**config.mk**
```make
export PLATFORM = sky130hd
export DESIGN_NAME = mux_readback_flat
export DESIGN_NICKNAME = d
export VERILOG_FILES = /design/src/rtl/mux_readback_pkg.sv /design/src/rtl/mux_readback_if.sv /design/src/rtl/mux_readback_settle.sv /design/src/rtl/mux_readback.sv /design/src/flat_wrapper.sv
export SDC_FILE = /design/constraint.sdc
export NUM_CORES = 1
export LEC_CHECK = 0
export ABC_AREA = 1
export CORE_AREA = 2 2 84 86
export DETAILED_ROUTE_END_ITERATION = 8
export DIE_AREA = 0 0 86 88
export PLACE_DENSITY = 0.5
export SYNTH_ARGS = -nofsm -noshare
export SYNTH_HDL_FRONTEND = slang
export SYNTH_SLANG_ARGS = --single-unit
```
**constraint.sdc**
```tcl
create_clock -name clk -period 2.3 [get_ports clk]
set_input_delay 0.23 -clock clk [delete_from_list [all_inputs] [get_ports clk]]
set_output_delay 0.23 -clock clk [all_outputs]
set_load 0.02 [all_outputs]
```
**src/rtl/mux_readback_pkg.sv**
```systemverilog
// Shared definitions for the mux readback block: Mux select codes,
// readback FSM state encoding and the settle counter width.
package mux_readback_pkg;

  // Mux select codes; captures follow this order, byte k <- select k
  localparam logic [1:0] MUX_SEL_COUNTER_CARRY  = 2'd0;
  localparam logic [1:0] MUX_SEL_COUNTER_VALUE  = 2'd1;
  localparam logic [1:0] MUX_SEL_REGISTER_2_MSB = 2'd2;
  localparam logic [1:0] MUX_SEL_REGISTER_2_LSB = 2'd3;

  typedef enum logic [1:0] {
    IDLE  = 2'd0,
    WAIT  = 2'd1,
    VALID = 2'd2
  } rb_state_e;

  // settle counter is 4 bits wide, so SETTLE_CYCLES is legal in 1..15
  localparam int SETTLE_W = 4;

  function automatic logic [SETTLE_W-1:0] settle_load(input int cycles);
    return SETTLE_W'(cycles);
  endfunction

endpackage

```
**src/rtl/mux_readback_if.sv**
```systemverilog
// Mux-side and frame-side signals of the readback block.
// Optional: MUX_READBACK_PARITY_EN adds frame_parity.
interface mux_readback_if #(parameter int DATA_WIDTH = 8);
  logic                    start;
  logic                    busy;
  logic [1:0]              mux_sel;
  logic [DATA_WIDTH-1:0]   mux_data;
  logic                    frame_valid;
  logic                    frame_ready;
  logic [4*DATA_WIDTH-1:0] frame_data;
`ifdef MUX_READBACK_PARITY_EN
  logic                    frame_parity;
`endif

  // readback block side
  modport master (
    input  start, mux_data, frame_ready,
    output busy, mux_sel, frame_valid, frame_data
`ifdef MUX_READBACK_PARITY_EN
    , output frame_parity
`endif
  );

  // host / Mux side
  modport slave (
    output start, mux_data, frame_ready,
    input  busy, mux_sel, frame_valid, frame_data
`ifdef MUX_READBACK_PARITY_EN
    , input frame_parity
`endif
  );
endinterface

```
**src/rtl/mux_readback_settle.sv**
```systemverilog
// Loadable down-counter; capture strobes while count==1, i.e. on the
// last edge of a settle window. Stops at zero when not reloaded.
module mux_readback_settle
  import mux_readback_pkg::*;
(
  input  logic                clk,
  input  logic                reset,
  input  logic                load,
  input  logic [SETTLE_W-1:0] load_val,
  output logic                capture
);

  logic [SETTLE_W-1:0] count;

  // load wins over decrement so back-to-back windows have no gap
  always_ff @(posedge clk) begin
    if (reset)
      count <= '0;
    else if (load)
      count <= load_val;
    else if (count != '0)
      count <= count - 1'b1;
  end

  assign capture = (count == SETTLE_W'(1));

endmodule

```
**src/rtl/mux_readback.sv**
```systemverilog
// Readback sequencer for the 4:1 output Mux: steps the select through all
// four sources, captures each after SETTLE_CYCLES, and offers the packed
// 32-bit frame on a valid/ready handshake.
// Optional: MUX_READBACK_PARITY_EN adds frame_parity (XOR of frame bits).
module mux_readback
  import mux_readback_pkg::*;
#(
  parameter int SETTLE_CYCLES = 1,
  parameter int DATA_WIDTH    = 8
)(
  input  logic           clk,
  input  logic           reset,
  mux_readback_if.master bus
);

  rb_state_e state, state_nxt;
  logic      accept, load, cap, last, handshake, capture;

  mux_readback_settle u_settle (
    .clk      (clk),
    .reset    (reset),
    .load     (load),
    .load_val (settle_load(SETTLE_CYCLES)),
    .capture  (capture)
  );

  // state register
  always_ff @(posedge clk) begin
    if (reset) state <= IDLE;
    else       state <= state_nxt;
  end

  // next state and per-edge control strobes
  always_comb begin
    state_nxt = state;
    accept    = 1'b0;
    load      = 1'b0;
    cap       = 1'b0;
    handshake = 1'b0;
    last      = (bus.mux_sel == MUX_SEL_REGISTER_2_LSB);
    case (state)
      IDLE: begin
        if (bus.start) begin
          accept    = 1'b1;
          load      = 1'b1;
          state_nxt = WAIT;
        end
      end
      WAIT: begin
        if (capture) begin
          cap = 1'b1;
          if (last) state_nxt = VALID;
          else      load      = 1'b1;
        end
      end
      VALID: begin
        if (bus.frame_ready) begin
          handshake = 1'b1;
          state_nxt = IDLE;
        end
      end
      default: state_nxt = IDLE;
    endcase
  end

  // select, status and frame packing; frame_data keeps the last frame
  always_ff @(posedge clk) begin
    if (reset) begin
      bus.busy        <= 1'b0;
      bus.mux_sel     <= MUX_SEL_COUNTER_CARRY;
      bus.frame_valid <= 1'b0;
      bus.frame_data  <= '0;
`ifdef MUX_READBACK_PARITY_EN
      bus.frame_parity <= 1'b0;
`endif
    end else begin
      if (accept) begin
        bus.busy    <= 1'b1;
        bus.mux_sel <= MUX_SEL_COUNTER_CARRY;
      end
      if (cap) begin
        bus.frame_data[DATA_WIDTH*int'(bus.mux_sel) +: DATA_WIDTH] <= bus.mux_data;
        if (last) begin
          bus.frame_valid <= 1'b1;
`ifdef MUX_READBACK_PARITY_EN
          // final byte is not yet in frame_data, so fold it in here
          bus.frame_parity <= ^{bus.mux_data, bus.frame_data[3*DATA_WIDTH-1:0]};
`endif
        end else begin
          bus.mux_sel <= bus.mux_sel + 2'd1;
        end
      end
      if (handshake) begin
        bus.frame_valid <= 1'b0;
        bus.busy        <= 1'b0;
        bus.mux_sel     <= MUX_SEL_COUNTER_CARRY;
      end
    end
  end

endmodule

```
**src/flat_wrapper.sv**
```systemverilog
// flat-port wrapper written by rule: the top's interface ports become plain ports
module mux_readback_flat import mux_readback_pkg::*;
#(
  parameter int SETTLE_CYCLES = 1,
  parameter int DATA_WIDTH    = 8
)
  (clk, reset, bus_start, bus_mux_data, bus_frame_ready, bus_busy, bus_mux_sel, bus_frame_valid, bus_frame_data);
  mux_readback_if #(.DATA_WIDTH(DATA_WIDTH)) bus_i ();
  input  logic clk;
  input  logic reset;
  input wire logic [$bits(bus_i.start)-1:0] bus_start;
  input wire logic [$bits(bus_i.mux_data)-1:0] bus_mux_data;
  input wire logic [$bits(bus_i.frame_ready)-1:0] bus_frame_ready;
  output wire logic [$bits(bus_i.busy)-1:0] bus_busy;
  output wire logic [$bits(bus_i.mux_sel)-1:0] bus_mux_sel;
  output wire logic [$bits(bus_i.frame_valid)-1:0] bus_frame_valid;
  output wire logic [$bits(bus_i.frame_data)-1:0] bus_frame_data;
  assign bus_i.start = bus_start;
  assign bus_i.mux_data = bus_mux_data;
  assign bus_i.frame_ready = bus_frame_ready;
  assign bus_busy = bus_i.busy;
  assign bus_mux_sel = bus_i.mux_sel;
  assign bus_frame_valid = bus_i.frame_valid;
  assign bus_frame_data = bus_i.frame_data;
  mux_readback #(.SETTLE_CYCLES(SETTLE_CYCLES), .DATA_WIDTH(DATA_WIDTH)) u_core (.clk(clk), .reset(reset), .bus(bus_i));
endmodule
```
==> results of run 1 <==
## through the flow
step / instances / hold WS (ns) / setup slack [ns] / total power [mW]
3_5_place_dp: 417 / 0.4332 / 0.4479 / 1.125
4_1_cts: 425 / 0.4454 / 0.4060 / 1.688
6_report: 425 / 0.4402 / 0.3891 / 1.671
3_3_place_gp: 417 / 0.4306 / 0.5564 / 1.125
2_1_floorplan: 299 / 0.3691 / 0.3767 / 1.024
5_1_grt: 425 / 0.4642 / 0.1205 / 1.771
## cell usage after synthesis, drive strengths merged
cell type  number
nand2          67
nand3          45
dfxtp          42
inv            42
a21oi          36
nor2           29
ha              9
buf             8
clkbuf          6
nand4           6
nor3            3
o21ai           3
clkinv          1
o31ai           1
or2             1
## state kept, by name, indices dropped and copies added, names as in the netlist
register	cells
u_core.bus.frame_data	32
u_core.state	2
u_core.bus.mux_sel	2
u_core.u_settle.count	4
u_core.bus.busy	1
u_core.bus.frame_valid	1
## routing by layer
metal | up-vias | GRT usage (%)
met5 | - | 0
met4 | 0 | 4.040
met3 | 6 | 4.995
met2 | 37 | 22.20
met1 | 829 | 19.26
li1 | 1035 | -
## critical path, stage by stage (launching register included)
cell and delay [ns]:
dfxtp_1 0.45, inv_1 0.12, ha_1 0.41, inv_1 0.21, nand3_1 0.24, nor2_1 0.16
nand3_1 0.08, a21oi_1 0.17
## kinds of logic (layout without fill, tap and decap cells)
family,count (synthesis),count (layout)
simple gates,151,151
buf+inv,57,103
flops,42,42
compound gates,40,40
fa+ha+maj,9,9
## layout make-up
cell class,count,area [um2]
clock buffer,8,110.1
fill,701,3949
inverter,43,161.4
multi-input combinational,200,974.7
sequential,42,840.8
tap,80,100.1
timing repair buffer,52,508.0
## report_power, final
group / internal, mW / switching [mW] / total [mW]
clock: 0.303 / 0.258 / 0.561
sequential: 0.755 / 0.0196 / 0.774
combinational: 0.123 / 0.212 / 0.335
## worst min path at each step
stage,cells past startpoint,startpoint,endpoint
after global placement,2,u_core.bus.frame_data[20],u_core.bus.frame_data[20]
after detailed placement,2,u_core.bus.frame_data[24],u_core.bus.frame_data[24]
final,2,u_core.bus.frame_data[24],u_core.bus.frame_data[24]
after global routing,2,u_core.bus.frame_data[26],u_core.bus.frame_data[26]
after floorplan,2,bus_mux_data[0],u_core.bus.frame_data[0]
after CTS,2,u_core.bus.frame_data[24],u_core.bus.frame_data[24]
==> results.md, run 1 <==
Outcome:
- The run finished with clean final reports.

STA:
- The count of final max-slew check failures came to 0.
- The sum of negative setup slack is 0 ns.
- The highest clock rate is 0.5233 GHz.
- The routed design could run at a clock period as short as around 1.9 ns.
- The count of final hold-check violations is 0.
- Setup repair after global routing left no endpoint under its margin.
- Setup violations remaining at the end of the flow were counted as 0.
- The share of the cycle needed by the critical path after routing is between 80 and 90%.
- The actual transition at the worst max-transition pin is around 0.46 ns.
- Clock skew on the completed layout was measured at about 0.0029 ns.
- The remaining max-slew budget at the tightest pin is ~69%.

Worst setup path:
- The depth of the worst register-to-register path is 7.
- Across all register-to-register paths, the minimum setup slack is approximately 0.39 ns.
- STA classifies the critical path startpoint as a flip-flop.
- The endpoint required time on the critical path is 2.53 ns.
- Following the worst setup path forward leads to its endpoint at u_core.bus.frame_data[7].
- The startpoint identified for the worst register-to-register timing path is u_core.bus.mux_sel[1].
- Of all nets on the critical path, the largest fanout is 9.
- The critical path class is reg -> reg.
- In this run the worst setup path begins at u_core.bus.mux_sel[1].
- In this run the critical register-to-register path is captured at u_core.bus.frame_data[7].
- The arrival time at the worst endpoint is about 2.1 ns.
- The endpoint class of the critical path is a flip-flop.

Synthesis:
- The synthesized netlist devotes 0% of its cell area to XOR and XNOR gates.
- The netlist uses 19 different library cells.
- The largest area contributor in the synthesized netlist is dfxtp_1.
- The top-area cell type share of the netlist area is between 40 and 50%.
- Summing the areas of all compound-gate instances in the mapped netlist gives just under 10% of the synthesized area.
- The largest family of logic cells by synthesized area is simple AND/OR/NAND/NOR gates.
- Each instance of the synthesized netlist takes up on average roughly 6.9 um2.
- The portion of netlist area occupied by mux cells is 0%.
- The flip-flop and latch count after synthesis is 42.
- The cell count after synthesis is 299.
- In the post-synthesis netlist, the biggest area contributors are dfxtp_1, nand2_1, nand3_1, a21oi_1, inv_1.
- The net count after synthesis is 320.
- The synthesized area is 2052 um2.
- The part of the Yosys area used for sequential elements is 40.98%.
- The simple-gate portion of the synthesized area is between 30 and 40%.
- The Yosys step of the flow raised 0 warnings.
- Summing the areas of all fa, ha and maj instances in the mapped netlist gives approximately 5.5% of the synthesized area.

Clock tree:
- The number of clock sinks is 42.
- The clock transition at the registers of the reported paths is 0.08 ns.
- The hold-fix buffer count after cts is 0.
- The longest clock path from root to sink contains 2 buffers.
- The total CTS buffers is 5.
- Clock latency on the worst-skew pair, taken at its later pin, is 0.30 ns.
- The root buffer cell chosen for the clock tree is clkbuf_8.
- Once the clock tree was built, the setup fixing pass inserted 0 buffers.
- The total of cells resized after clock tree synthesis is 0.
- The CTS tree is yes.
- The H-tree generated during clock tree synthesis spans 2 levels.

Global routing:
- The maximum number of pins on one net before global-route repair is 22.
- Across every metal layer, demand over resource in global routing totals between 10% and 20%.
- The first-pass GRT wire length is around 8500 um.
- Global routing finished with a remaining overflow of 0.
- The via count of the first global-routing pass is approximately 1800.
- The initial antenna violation count is 0.

Finish:
- The number of nets in the layout is 365.
- Summing all non-filler instances in the final layout gives an area of between 2000 and 3000 um2.
- The antenna diode count is 0.
- In the layout the commonest cells are nand2_1, clkdlybuf4s50_1, nand3_1.
- The final core utilization is 40.57%.
- The synthesis-to-finish area growth is 31.34%.
- In the final layout, the share of cells above drive strength 1 is about 5.2%.
- The most common library cell in the layout ignoring fill and taps is nand2_1.

Floorplan:
- The die is 86 um wide.
- The area of the die is approximately 7600 um2.
- Row generation in the floorplan step produced 30 rows.
- The initial cell density of the core is ~31%.
- The floorplan die height is roughly 88 um.
- During I/O placement, the number of pins put on the boundary was 48.
- After floorplanning, the core was sized to cover ~6600 um2.

Detailed routing:
- Once detail routing completed, the nets flagged for antenna violations numbered 0.
- The detailed-routed wire length on met3 is between 200 and 250 um.
- In the final routing, the length of wire on met1 measures roughly 2600 um.
- The routed wire length is 5099 um.
- The first-pass detailed-route iteration total is 4.
- The via count is around 1900.
- The first routing iteration left about 120 violations.
- For this run, design rule violations remaining after detail routing come to 0.
- Using the TritonRoute via totals, the vias-per-cell ratio works out to 4.487.
- Detailed routing placed a total of between 2000 and 2500 um of wire on met2.
- The highest metal layer used by the detailed router is met4.
- In the final routed layout, each cell accounts on average for about 12 um.

Power:
- The power density of the placed cells is just over 600 nW/um2.
- VDD sags by at most ~280 uV.
- For this design the static power due to leakage is approximately 1.0 nW.

Place:
- The cell area after placement is ~2600 um2.
- The HPWL after detailed placement is a little under 4000 um.
- The congestion estimate from routability-driven global placement came to between 0.8 and 0.9.
- The number of port buffers is 47.

Worst hold path:
- The kind of path behind the tightest hold check is reg -> reg.

Job:
- The tool flagged a number of max-cap violations equal to 0.
No activity file was read; power rests on OpenSTA's default activity.
==> run 2: changes to the inputs <==
==> constraint.sdc (replaced) <==
create_clock -name clk -period 2 [get_ports clk]
set_input_delay 0.2 -clock clk [delete_from_list [all_inputs] [get_ports clk]]
set_output_delay 0.2 -clock clk [all_outputs]
set_load 0.02 [all_outputs]
==> results.md, run 2 (synthesis gave the netlist of run 1 again) <==
STA:
- Subtracting the final worst setup slack from the clock period gives around 1.7 ns.
- The final worst setup slack is 0.3028 ns (was 0.3891 ns).
- The actual transition at the worst max-transition pin is 0.4538 ns (was 0.4573 ns).
- The highest clock rate is approximately 0.59 GHz.
- The count of final max-slew check failures is 0 (unchanged).
- The final setup violation count was 0 (unchanged).
- The post-route clock skew is 0.002015 ns (was 0.002946 ns).
- The remaining max-slew budget at the tightest pin is 69.43% (was 69.19%).
- The sum of negative setup slack came to 0 ns (unchanged).
- RSZ-0062 raised after global routing: false (unchanged).
- The smallest hold slack is 0.4429 ns (was 0.4402 ns).
- The share of the cycle needed by the critical path after routing is between 80% and 90%.
- The count of final hold-check violations is 0 (unchanged).

Place:
- The half-perimeter wire length of the detailed placement result was 3841 um (was 3848 um).
- The setup slack at placement came to 0.3618 ns (was 0.4479 ns).
- The number of port buffers is 47 (unchanged).
- The cell total after placement is 419 (was 417).
- The final estimated routing congestion in global placement is 0.8967 (was 0.8960).

Clock tree:
- The post-CTS repair timing setup buffer count is 0 (unchanged).
- The cell at the root of the clock tree is clkbuf_8 (unchanged).
- The worst-case clock buffer depth came to 2 (unchanged).
- The total CTS buffers is 5 (unchanged).
- The level count of the clock H-tree is 2 (unchanged).
- The total of cells resized after clock tree synthesis is 0 (unchanged).
- The clock transition at the registers of the reported paths came to 0.07 ns (was 0.08 ns).
- The hold-fix buffer count after cts came to 0 (unchanged).
- The CTS tree is yes (unchanged).
- The insertion delay to the later sink of the worst-skew pair came to 0.29 ns (was 0.30 ns).
- The number of clock sinks is 42 (unchanged).

Finish:
- The register name with the most flops is u_core.bus.frame_data (unchanged).
- The most common library cell in the layout ignoring fill and taps is nand2_1 (unchanged).
- The number of non-filler instances in the completed layout is 426 (was 425).
- Registers with the most flip-flops: u_core.bus.frame_data x32, u_core.u_settle.count x4 (unchanged).
- Most frequent cells in the layout: nand2_1, clkdlybuf4s50_1, nand3_1 (unchanged).
- The synthesis-to-finish area growth came to 30.43% (was 31.34%).
- The share of layout cells above drive strength 1 came to 4.913% (was 5.217%).
- The number of flip-flops under the largest register name was 32 (unchanged).
- The number of nets in the layout came to 367 (was 365).
- The antenna diode count was 0 (unchanged).

Detailed routing:
- The number of routed nets with antenna violations came to 0 (unchanged).
- The routed via count divided by cell count is 4.615 (was 4.487).
- The average wire per cell in the routed design was 11.79 um (was 12.00 um).
- The first-pass detailed-route iteration total is 4 (unchanged).
- The post-route DRC violation count is 0 (unchanged).
- The number of DRC violations after detailed-routing iteration 0 is 113 (was 116).
- The routed wire length was 5021 um (was 5099 um).
- The via count came to 1966 (was 1907).

Global routing:
- The maximum number of pins on one net before global-route repair came to 22 (unchanged).
- The initial antenna violation count is 0 (unchanged).
- The remaining global-route overflow came to 0 (unchanged).
- The aggregate global-route resource usage is 14.40% (was 14.44%).
- The via count of the first global-routing pass is 1825 (was 1824).
- The first-pass GRT wire length was 8480 um (was 8549 um).

Floorplan:
- The initial cell density of the core came to 30.89% (unchanged).
- The floorplan die height is 88 um (unchanged).
- The area of the die is 7568 um2 (unchanged).
- The I/O pin total was 48 (unchanged).
- The standard cell core area is 6644 um2 (unchanged).
- The width of the die is 86 um (unchanged).
- The number of core rows came to 30 (unchanged).

Worst setup path:
- List of cells traversed by the critical path: buf_4 > clkdlybuf4s50_1 (was inv_1 > ha_1 > inv_1 > nand3_1 > nor2_1 > nand3_1 > a21oi_1).
- The depth of the worst register-to-register path was 7 (unchanged).
- The endpoint required time on the critical path is 1.80 ns (was 2.53 ns).
- The type of element launching the critical path is a flip-flop (unchanged).
- The buffer and inverter count on the worst path is 2 (unchanged).
- The largest fanout on the critical path came to 21 (was 9).
- The highest cell delay on the worst timing path is 0.64 ns (was 0.45 ns).
- The cell class contributing the biggest share of worst-path delay is buffers and inverters (was simple AND/OR/NAND/NOR gates).
- The endpoint class of the critical path is an output pin (was flip-flop).
- The arrival time at the worst endpoint is 1.50 ns (was 2.14 ns).
- The critical path class is reg -> out (was reg -> reg).
- The count of cell instances traversed by the critical path is 2 (was 7).
- The setup slack of the most critical reg-to-reg path is 0.31 ns (was 0.39 ns).
- The critical-path cell with the highest stage delay is clkdlybuf4s50_1 (was dfxtp_1).

Worst hold path:
- The kind of path behind the tightest hold check is reg -> reg (unchanged).
- The worst hold path cell count was 2 (unchanged).

Power:
- The worst IR drop on VDD is 285.7 uV (was 280.2 uV).
- The standby leakage power is 1.040 nW (was 1.050 nW).
- The power density of the placed cells came to 668.1 nW/um2 (was 620.0 nW/um2).

Outcome:
- Run status: completed (unchanged).

Job:
- The number of max-cap violations is 0 (unchanged).
[run 2: changes by cell type in the layout (fill, tap and decap cells not counted)]
cell / delta
clkbuf_1: +2
clkbuf_8: -3
buf_4: +2
[run 2: metal layers]
metal	up-vias	part of all wire [%]	GRT usage [%]
met1	873	48	19.30
li1	1043	-	-
met3	6	5.4	4.053
met5	-	0	0
met4	0	1.6	5.772
met2	44	45	21.92
[run 2: per-stage QoR]
step,util (%),cell area [um2],total power [mW]
4_1_cts,40.28,2676,1.826
2_1_floorplan,-,2052,1.178
6_report,40.28,2676,1.788
3_5_place_dp,39.13,2600,1.299
5_1_grt,40.28,2676,1.925
3_3_place_gp,39.13,2600,1.298
[run 2: report_power, final]
group          leakage [nW]  total (mW)  switching [mW]  internal, mW
Sequential            0.340       0.891          0.0224         0.868
Combinational         0.662       0.387           0.242         0.145
Clock                0.0383       0.510           0.269         0.241
Total                  1.04        1.79           0.534          1.25
[run 2: worst reg2reg max path, stage by stage, from the launching register on]
cell and delay [ns]:
dfxtp_1 0.43, inv_1 0.11, ha_1 0.30, inv_1 0.17, nand3_1 0.21, nor2_1 0.16, nand3_1 0.09, a21oi_1 0.16
[run 2: area by class of cell]
type	count	area (um2)
well taps	80	100.1
clock buffers	7	76.32
flip-flops and latches	42	840.8
inverters	43	161.4
fillers	717	3968
repair buffers	54	523.0
multi-input cells	200	974.7
[run 2: worst paths after layout]
kind	start	to
worst max register to register	u_core.bus.mux_sel[1]	u_core.bus.frame_data[5]
worst min-delay path	u_core.bus.frame_data[13]	u_core.bus.frame_data[13]
worst max-delay path	u_core.bus.mux_sel[0]	bus_mux_sel[0]
worst min register to register	u_core.bus.frame_data[13]	u_core.bus.frame_data[13]
